$ cat config.mk
export PLATFORM = sky130hd
export DESIGN_NAME = obi_data_arbiter
export DESIGN_NICKNAME = d
export VERILOG_FILES = /design/src/rtl/obi_data_arbiter.sv
export SDC_FILE = /design/constraint.sdc
export NUM_CORES = 1
export LEC_CHECK = 0
export CAP_MARGIN = 20
export CELL_PAD_IN_SITES_DETAIL_PLACEMENT = 0
export CELL_PAD_IN_SITES_GLOBAL_PLACEMENT = 1
export CORE_MARGIN = 3
export CORE_UTILIZATION = 12
export CTS_CLUSTER_DIAMETER = 100
export DETAILED_ROUTE_END_ITERATION = 6
export GPL_TIMING_DRIVEN = 0
export PLACE_DENSITY_LB_ADDON = 0.1
export SETUP_SLACK_MARGIN = 0.3
export SLEW_MARGIN = 20
export SYNTH_ARGS = -nofsm -noshare
export SYNTH_HDL_FRONTEND = slang
export SYNTH_SLANG_ARGS = --single-unit
export TNS_END_PERCENT = 30
$ cat constraint.sdc
create_clock -name clk_i -period 2.2 [get_ports clk_i]
set_clock_uncertainty 0.05 [all_clocks]
set_input_delay 0.22 -clock clk_i [delete_from_list [all_inputs] [get_ports clk_i]]
set_output_delay 0.22 -clock clk_i [all_outputs]
set_load 0.03 [all_outputs]
$ cat src/rtl/obi_data_arbiter.sv
// ----------------------------------------------------------------------------
// obi_data_arbiter
//
// Shares one OBI data slave port (mm_ram data port) between NUM_MASTERS OBI
// masters, e.g. the CV32E40X LSU and the XAVA vector load/store port.
//
// Arbitration is round-robin and purely combinational. Once a request has
// been presented to the slave without a grant, the winner is locked until the
// slave grants it. This keeps the slave-side address/attributes stable, as
// OBI requires. Accepted transactions push the issuing master ID into a small
// FIFO. In-order responses pop it, so each rvalid is routed back to its
// issuer.
//
// Ports:
//   clk_i, rst_i        clock, synchronous active-high reset
//   m_req_i/m_gnt_o     per-master request / grant
//   m_addr_i, m_we_i,   packed per-master request attributes
//   m_be_i, m_wdata_i   (master k in slice k of each vector)
//   m_rvalid_o          per-master response valid
//   m_rdata_o           response data, broadcast to all masters
//   s_*                 single slave-side OBI data port
//   err_o               sticky: response seen with nothing outstanding
// ----------------------------------------------------------------------------
module obi_data_arbiter #(
    parameter int NUM_MASTERS     = 2,
    parameter int MAX_OUTSTANDING = 2,
    parameter int ADDR_WIDTH      = 32,
    parameter int DATA_WIDTH      = 32
) (
    input  logic                                 clk_i,
    input  logic                                 rst_i,
    input  logic [NUM_MASTERS-1:0]               m_req_i,
    output logic [NUM_MASTERS-1:0]               m_gnt_o,
    input  logic [NUM_MASTERS*ADDR_WIDTH-1:0]    m_addr_i,
    input  logic [NUM_MASTERS-1:0]               m_we_i,
    input  logic [NUM_MASTERS*(DATA_WIDTH/8)-1:0] m_be_i,
    input  logic [NUM_MASTERS*DATA_WIDTH-1:0]    m_wdata_i,
    output logic [NUM_MASTERS-1:0]               m_rvalid_o,
    output logic [DATA_WIDTH-1:0]                m_rdata_o,
    output logic                                 s_req_o,
    input  logic                                 s_gnt_i,
    output logic [ADDR_WIDTH-1:0]                s_addr_o,
    output logic                                 s_we_o,
    output logic [(DATA_WIDTH/8)-1:0]            s_be_o,
    output logic [DATA_WIDTH-1:0]                s_wdata_o,
    input  logic                                 s_rvalid_i,
    input  logic [DATA_WIDTH-1:0]                s_rdata_i,
    output logic                                 err_o
);

    localparam int BEW  = DATA_WIDTH / 8;
    localparam int IDW  = $clog2(NUM_MASTERS);
    localparam int PTRW = (MAX_OUTSTANDING > 1) ? $clog2(MAX_OUTSTANDING) : 1;
    localparam int CNTW = $clog2(MAX_OUTSTANDING + 1);

    // Registers
    logic [IDW-1:0]  r_rr_ptr;
    logic            r_lock;
    logic [IDW-1:0]  r_lock_id;
    logic [IDW-1:0]  r_fifo [MAX_OUTSTANDING];
    logic [PTRW-1:0] r_wr_ptr;
    logic [PTRW-1:0] r_rd_ptr;
    logic [CNTW-1:0] r_cnt;
    logic            r_err;

    // Combinational
    logic [IDW-1:0]  w_rr_winner;
    int              w_best;
    logic            w_lock_hit;
    logic [IDW-1:0]  w_winner;
    logic            w_any_req;
    logic            w_room;
    logic            w_sreq;
    logic            w_accept;
    logic            w_pop;
    logic [IDW-1:0]  w_head;
    logic [IDW-1:0]  w_sel;
    logic [IDW-1:0]  w_rr_next;

    function automatic logic [PTRW-1:0] ptr_inc(input logic [PTRW-1:0] p);
        if (p == PTRW'(MAX_OUTSTANDING - 1)) begin
            return '0;
        end
        return p + 1'b1;
    endfunction

    // Round-robin search: the requester with the smallest forward distance
    // from r_rr_ptr wins.
    always_comb begin
        w_rr_winner = '0;
        w_best      = NUM_MASTERS;
        for (int k = 0; k < NUM_MASTERS; k++) begin
            if (m_req_i[k]) begin
                if (((k + NUM_MASTERS - int'(r_rr_ptr)) % NUM_MASTERS) < w_best) begin
                    w_best      = (k + NUM_MASTERS - int'(r_rr_ptr)) % NUM_MASTERS;
                    w_rr_winner = IDW'(k);
                end
            end
        end
    end

    // A lock only steers arbitration while its master still requests. If the
    // locked master drops out (protocol violation), arbitration falls back to
    // round-robin and the lock is cleared at the next edge.
    assign w_lock_hit = r_lock && m_req_i[r_lock_id];
    assign w_winner   = w_lock_hit ? r_lock_id : w_rr_winner;

    assign w_any_req  = |m_req_i;
    assign w_room     = (r_cnt < CNTW'(MAX_OUTSTANDING));
    assign w_sreq     = !rst_i && w_any_req && w_room;
    assign w_accept   = w_sreq && s_gnt_i;
    // A non-zero count guarantees the FIFO holds the issuer of this response.
    assign w_pop      = !rst_i && s_rvalid_i && (r_cnt != '0);
    assign w_head     = r_fifo[r_rd_ptr];
    // With no request the slave attributes come from master 0.
    assign w_sel      = w_sreq ? w_winner : '0;
    assign w_rr_next  = (w_winner == IDW'(NUM_MASTERS - 1)) ? '0 : w_winner + 1'b1;

    assign s_req_o    = w_sreq;
    assign m_rdata_o  = s_rdata_i;
    assign err_o      = r_err;

    always_comb begin
        s_addr_o   = m_addr_i[0 +: ADDR_WIDTH];
        s_we_o     = m_we_i[0];
        s_be_o     = m_be_i[0 +: BEW];
        s_wdata_o  = m_wdata_i[0 +: DATA_WIDTH];
        m_gnt_o    = '0;
        m_rvalid_o = '0;
        for (int k = 0; k < NUM_MASTERS; k++) begin
            if (w_sel == IDW'(k)) begin
                s_addr_o  = m_addr_i[k*ADDR_WIDTH +: ADDR_WIDTH];
                s_we_o    = m_we_i[k];
                s_be_o    = m_be_i[k*BEW +: BEW];
                s_wdata_o = m_wdata_i[k*DATA_WIDTH +: DATA_WIDTH];
            end
            if (w_accept && (w_winner == IDW'(k))) begin
                m_gnt_o[k] = 1'b1;
            end
            if (w_pop && (w_head == IDW'(k))) begin
                m_rvalid_o[k] = 1'b1;
            end
        end
    end

    // ID storage needs no reset; validity is tracked by r_cnt.
    always_ff @(posedge clk_i) begin
        if (w_accept) begin
            r_fifo[r_wr_ptr] <= w_winner;
        end
    end

    always_ff @(posedge clk_i) begin
        if (rst_i) begin
            r_rr_ptr  <= '0;
            r_lock    <= 1'b0;
            r_lock_id <= '0;
            r_wr_ptr  <= '0;
            r_rd_ptr  <= '0;
            r_cnt     <= '0;
            r_err     <= 1'b0;
        end else begin
            if (w_accept) begin
                r_wr_ptr <= ptr_inc(r_wr_ptr);
                r_rr_ptr <= w_rr_next;
                r_lock   <= 1'b0;
            end else if (w_sreq && !r_lock) begin
                r_lock    <= 1'b1;
                r_lock_id <= w_winner;
            end else if (r_lock && !w_lock_hit) begin
                r_lock <= 1'b0;
            end

            if (w_pop) begin
                r_rd_ptr <= ptr_inc(r_rd_ptr);
            end

            case ({w_accept, w_pop})
                2'b10:   r_cnt <= r_cnt + 1'b1;
                2'b01:   r_cnt <= r_cnt - 1'b1;
                default: r_cnt <= r_cnt;
            endcase

            if (s_rvalid_i && (r_cnt == '0)) begin
                r_err <= 1'b1;
            end
        end
    end

endmodule

==> impl_metrics.tcl <==
set metrics [dict create \
    status "finished with violations" \
    violations "setup timing" \
    synth_fa_ha_area_frac 0.00770 \
    synth_ff_type "dfxtp_1" \
    max_freq_mhz 435 \
    min_from "rst_i" \
    crit_required_ns 1.93 \
    clock_latency_ns 0.24 \
    pwr-share-comb 0.685 \
    firstDrtPassIters 4 \
    ys_ff_latch 11 \
    p_sw_frac 0.352 \
    h-tree-depth 1 \
    die_area_um2 15000 \
    cts_root_buf "clkbuf_16" \
    grt_overflow_total 0 \
    relSlewSlack 0.743 \
    whs_path_depth 3 \
    yosysWarningCount 0 \
    p_total_mw 1.81 \
    cts_buffer_depth 2 \
    fin_util 0.367 \
    cts-hold-fix-buffers 0 \
    grt_pass1_vias 2462 \
    gp_routability_congestion 0.727 \
    ys_types 27 \
    max_stage_delay_ns 0.44 \
    regToRegSetupSlack_ns 0.41 \
    fin_ws_ns -0.100 \
    grt_max_degree 11 \
    p_switching_mw 0.636 \
    vdd_drop_max_mv 0.236 \
    path_max_fanout 6 \
    holdCritPathClass "in -> reg" \
    r2r_start "r_cnt[1]$_SDFFE_PP0P_" \
    criticalPathCategory "reg -> out" \
    start_util 0.126 \
    routedWlPerCell_um 16.8 \
    place_ws_ns -0.733 \
    nFillCells 1346 \
    layout_common_cells "clkdlybuf4s50_1, buf_6, mux2_2" \
    critPathCaptureType "output port" \
    final_common_cell "clkdlybuf4s50_1" \
    synth_edf_count 2 \
    slowest_stage "a2111o_1" \
    critPathBufInv 4 \
    drv_slew 0 \
    synth_compound_area_frac 0.0316 \
    hold_violations 0 \
    vias 2207 \
    yosysSeqAreaShare 0.148 \
    synth_top_family_by_area "multiplexers" \
    p_int_mw 1.17 \
    path_clk_slew_ns 0.04 \
    drive_above_1_share 0.472 \
    nets 606 \
    chipWidth_um 122 \
    grt_use_total 0.124 \
    wl_um 10100 \
    setup_viol 49 \
    n_antenna_cell 0 \
    detailed_place_hpwl_um 8870 \
    max-cap-violations 0 \
    worstPathCellList "mux2i_2, a2111o_1, buf_6, buf_12, buf_12, mux2_4, buf_6" \
    post-route-period-util 1.05 \
    synthXorXnorAreaFrac 0.0162 \
    cp.arrival_ns 2.03 \
    pwr-share-clk 0.182 \
    drc_errors 0 \
    rsz0062_at_grt "yes" \
    reg2reg_depth 6 \
    worst_slew_pin_slew_ns 0.385 \
    p_per_area_nw_per_um2 380 \
    synth.mux.area_fraction 0.532 \
    antenna_left 0 \
    vias_per_cell 3.68 \
    core_region_area_um2 12900 \
    cts_tree "built" \
    port_buffers 250 \
    synth_nets 343 \
    postSynthAreaPerCell_um2 9.78 \
    clock_sinks 11 \
    hold_end "r_lock_id$_SDFFE_PP0P_" \
    rows 41 \
    worstSetupStartpointType "flop" \
    area_growth_pct 192 \
    power_leakage_nw 2.05 \
    antenna_found_initial 0 \
    chipHeight_um 122 \
    grt_pass1_wl_um 14100 \
    ios 283 \
    yosys.area_share.simple 0.0701 \
    netlist_instances 166 \
    r2r-end "r_cnt[1]$_SDFFE_PP0P_" \
    seqPwrFrac 0.133 \
    critPathTopFamily "buffers and inverters" \
    synth_area_um2 1620 \
    cts_made_buffers 3 \
    post-route-min-period_ns 2.30 \
    first_iter_violations 62 \
    async_flop_share 0 \
]
-- worst reg2reg max path: stages (launching register included) --
cell      delay [ns]
dfxtp_1         0.30
buf_6           0.13
nor2_2          0.11
nand3b_1        0.29
ha_4            0.36
or3_1           0.36
a21oi_1         0.13
-- flip-flops by register name (all words and copies together) (netlist names), named ones only --
name and flops:
r_rr_ptr 1, r_fifo 2, r_lock_id 1, r_rd_ptr 1
r_lock 1, r_wr_ptr 1, err_o 1, r_cnt 2
-- stage by stage --
stage	instance area [um2]	setup TNS, ns	hold slack [ns]	std cells
floorplan	1620	0	0.311	166
global placement	4340	-44.73	0.417	588
detailed placement	4340	-44.97	0.434	588
CTS	4700	-2.25	0.440	598
global route	4750	-8.06	0.439	600
finish	4750	-4.05	0.431	600
-- metal layers --
layer	share of wire	wire (um)	track usage
met1	0.32	3210	0.124
met2	0.59	5960	0.250
met3	0.085	857	0.0447
met4	0.0073	74	0.0161
met5	0	0	0
-- worst max-delay path by stage --
stage                             start            end  slack, ns  cells after the start
floorplan           r_lock$_SDFFE_PP0P_   s_addr_o[10]       0.32                      6
global placement             m_req_i[1]  s_wdata_o[20]      -0.72                      7
detailed placement           m_req_i[1]   s_addr_o[13]      -0.73                      8
CTS                 r_lock$_SDFFE_PP0P_     m_gnt_o[1]      -0.06                      4
global route        r_lock$_SDFFE_PP0P_   s_addr_o[12]      -0.17                      7
finish              r_lock$_SDFFE_PP0P_   s_addr_o[11]      -0.10                      7
-- logic make-up (layout without fill, tap and decap cells) --
logic type / Yosys count / in the layout
flops: 11 / 11
compound gates: 8 / 8
simple gates: 24 / 24
buf+inv: 45 / 307
mux: 74 / 74
fa+ha+maj: 1 / 1
xor+xnor: 3 / 3
-- cell usage after synthesis (3+ instances only) --
master | n | share of area
mux2_2 | 59 | 0.41
buf_4 | 32 | 0.15
nor2_1 | 12 | 0.028
mux2_4 | 10 | 0.092
dfxtp_1 | 9 | 0.11
buf_2 | 6 | 0.018
mux2i_1 | 5 | 0.031
a21oi_1 | 3 | 0.0092
inv_1 | 3 | 0.0069
o21ai_0 | 3 | 0.0092
-- final cells by class --
| type | count | area, um2 | area share |
|---|---|---|---|
| plain buffers | 42 | 383 | 0.0806 |
| clock buffers | 4 | 78.8 | 0.0166 |
| inverters | 3 | 11.3 | 0.00237 |
| multi-input cells | 110 | 1100 | 0.232 |
| flip-flops and latches | 11 | 243 | 0.0511 |
| well taps | 172 | 215 | 0.0453 |
| repair buffers | 258 | 2720 | 0.572 |
-- repair_timing --
action / 4_1_cts / 5_1_grt
endpoints found under the setup margin: 75 / 74
buffers inserted: 4 / 1
pin swaps: 1 / 2
gates cloned: 2 / 1
resized for setup: 482 / 62
-- power groups by stage --
stage | combinational (mW) | clock (mW) | sequential [mW]
4_1_cts | 1.23 | 0.338 | 0.240
6_report | 1.24 | 0.329 | 0.241
2_1_floorplan | 0.564 | 0 | 0.244
3_5_place_dp | 1.14 | 0 | 0.243
3_3_place_gp | 1.14 | 0 | 0.243
5_1_grt | 1.30 | 0.350 | 0.243
No activity file was read; power rests on OpenSTA's default activity.
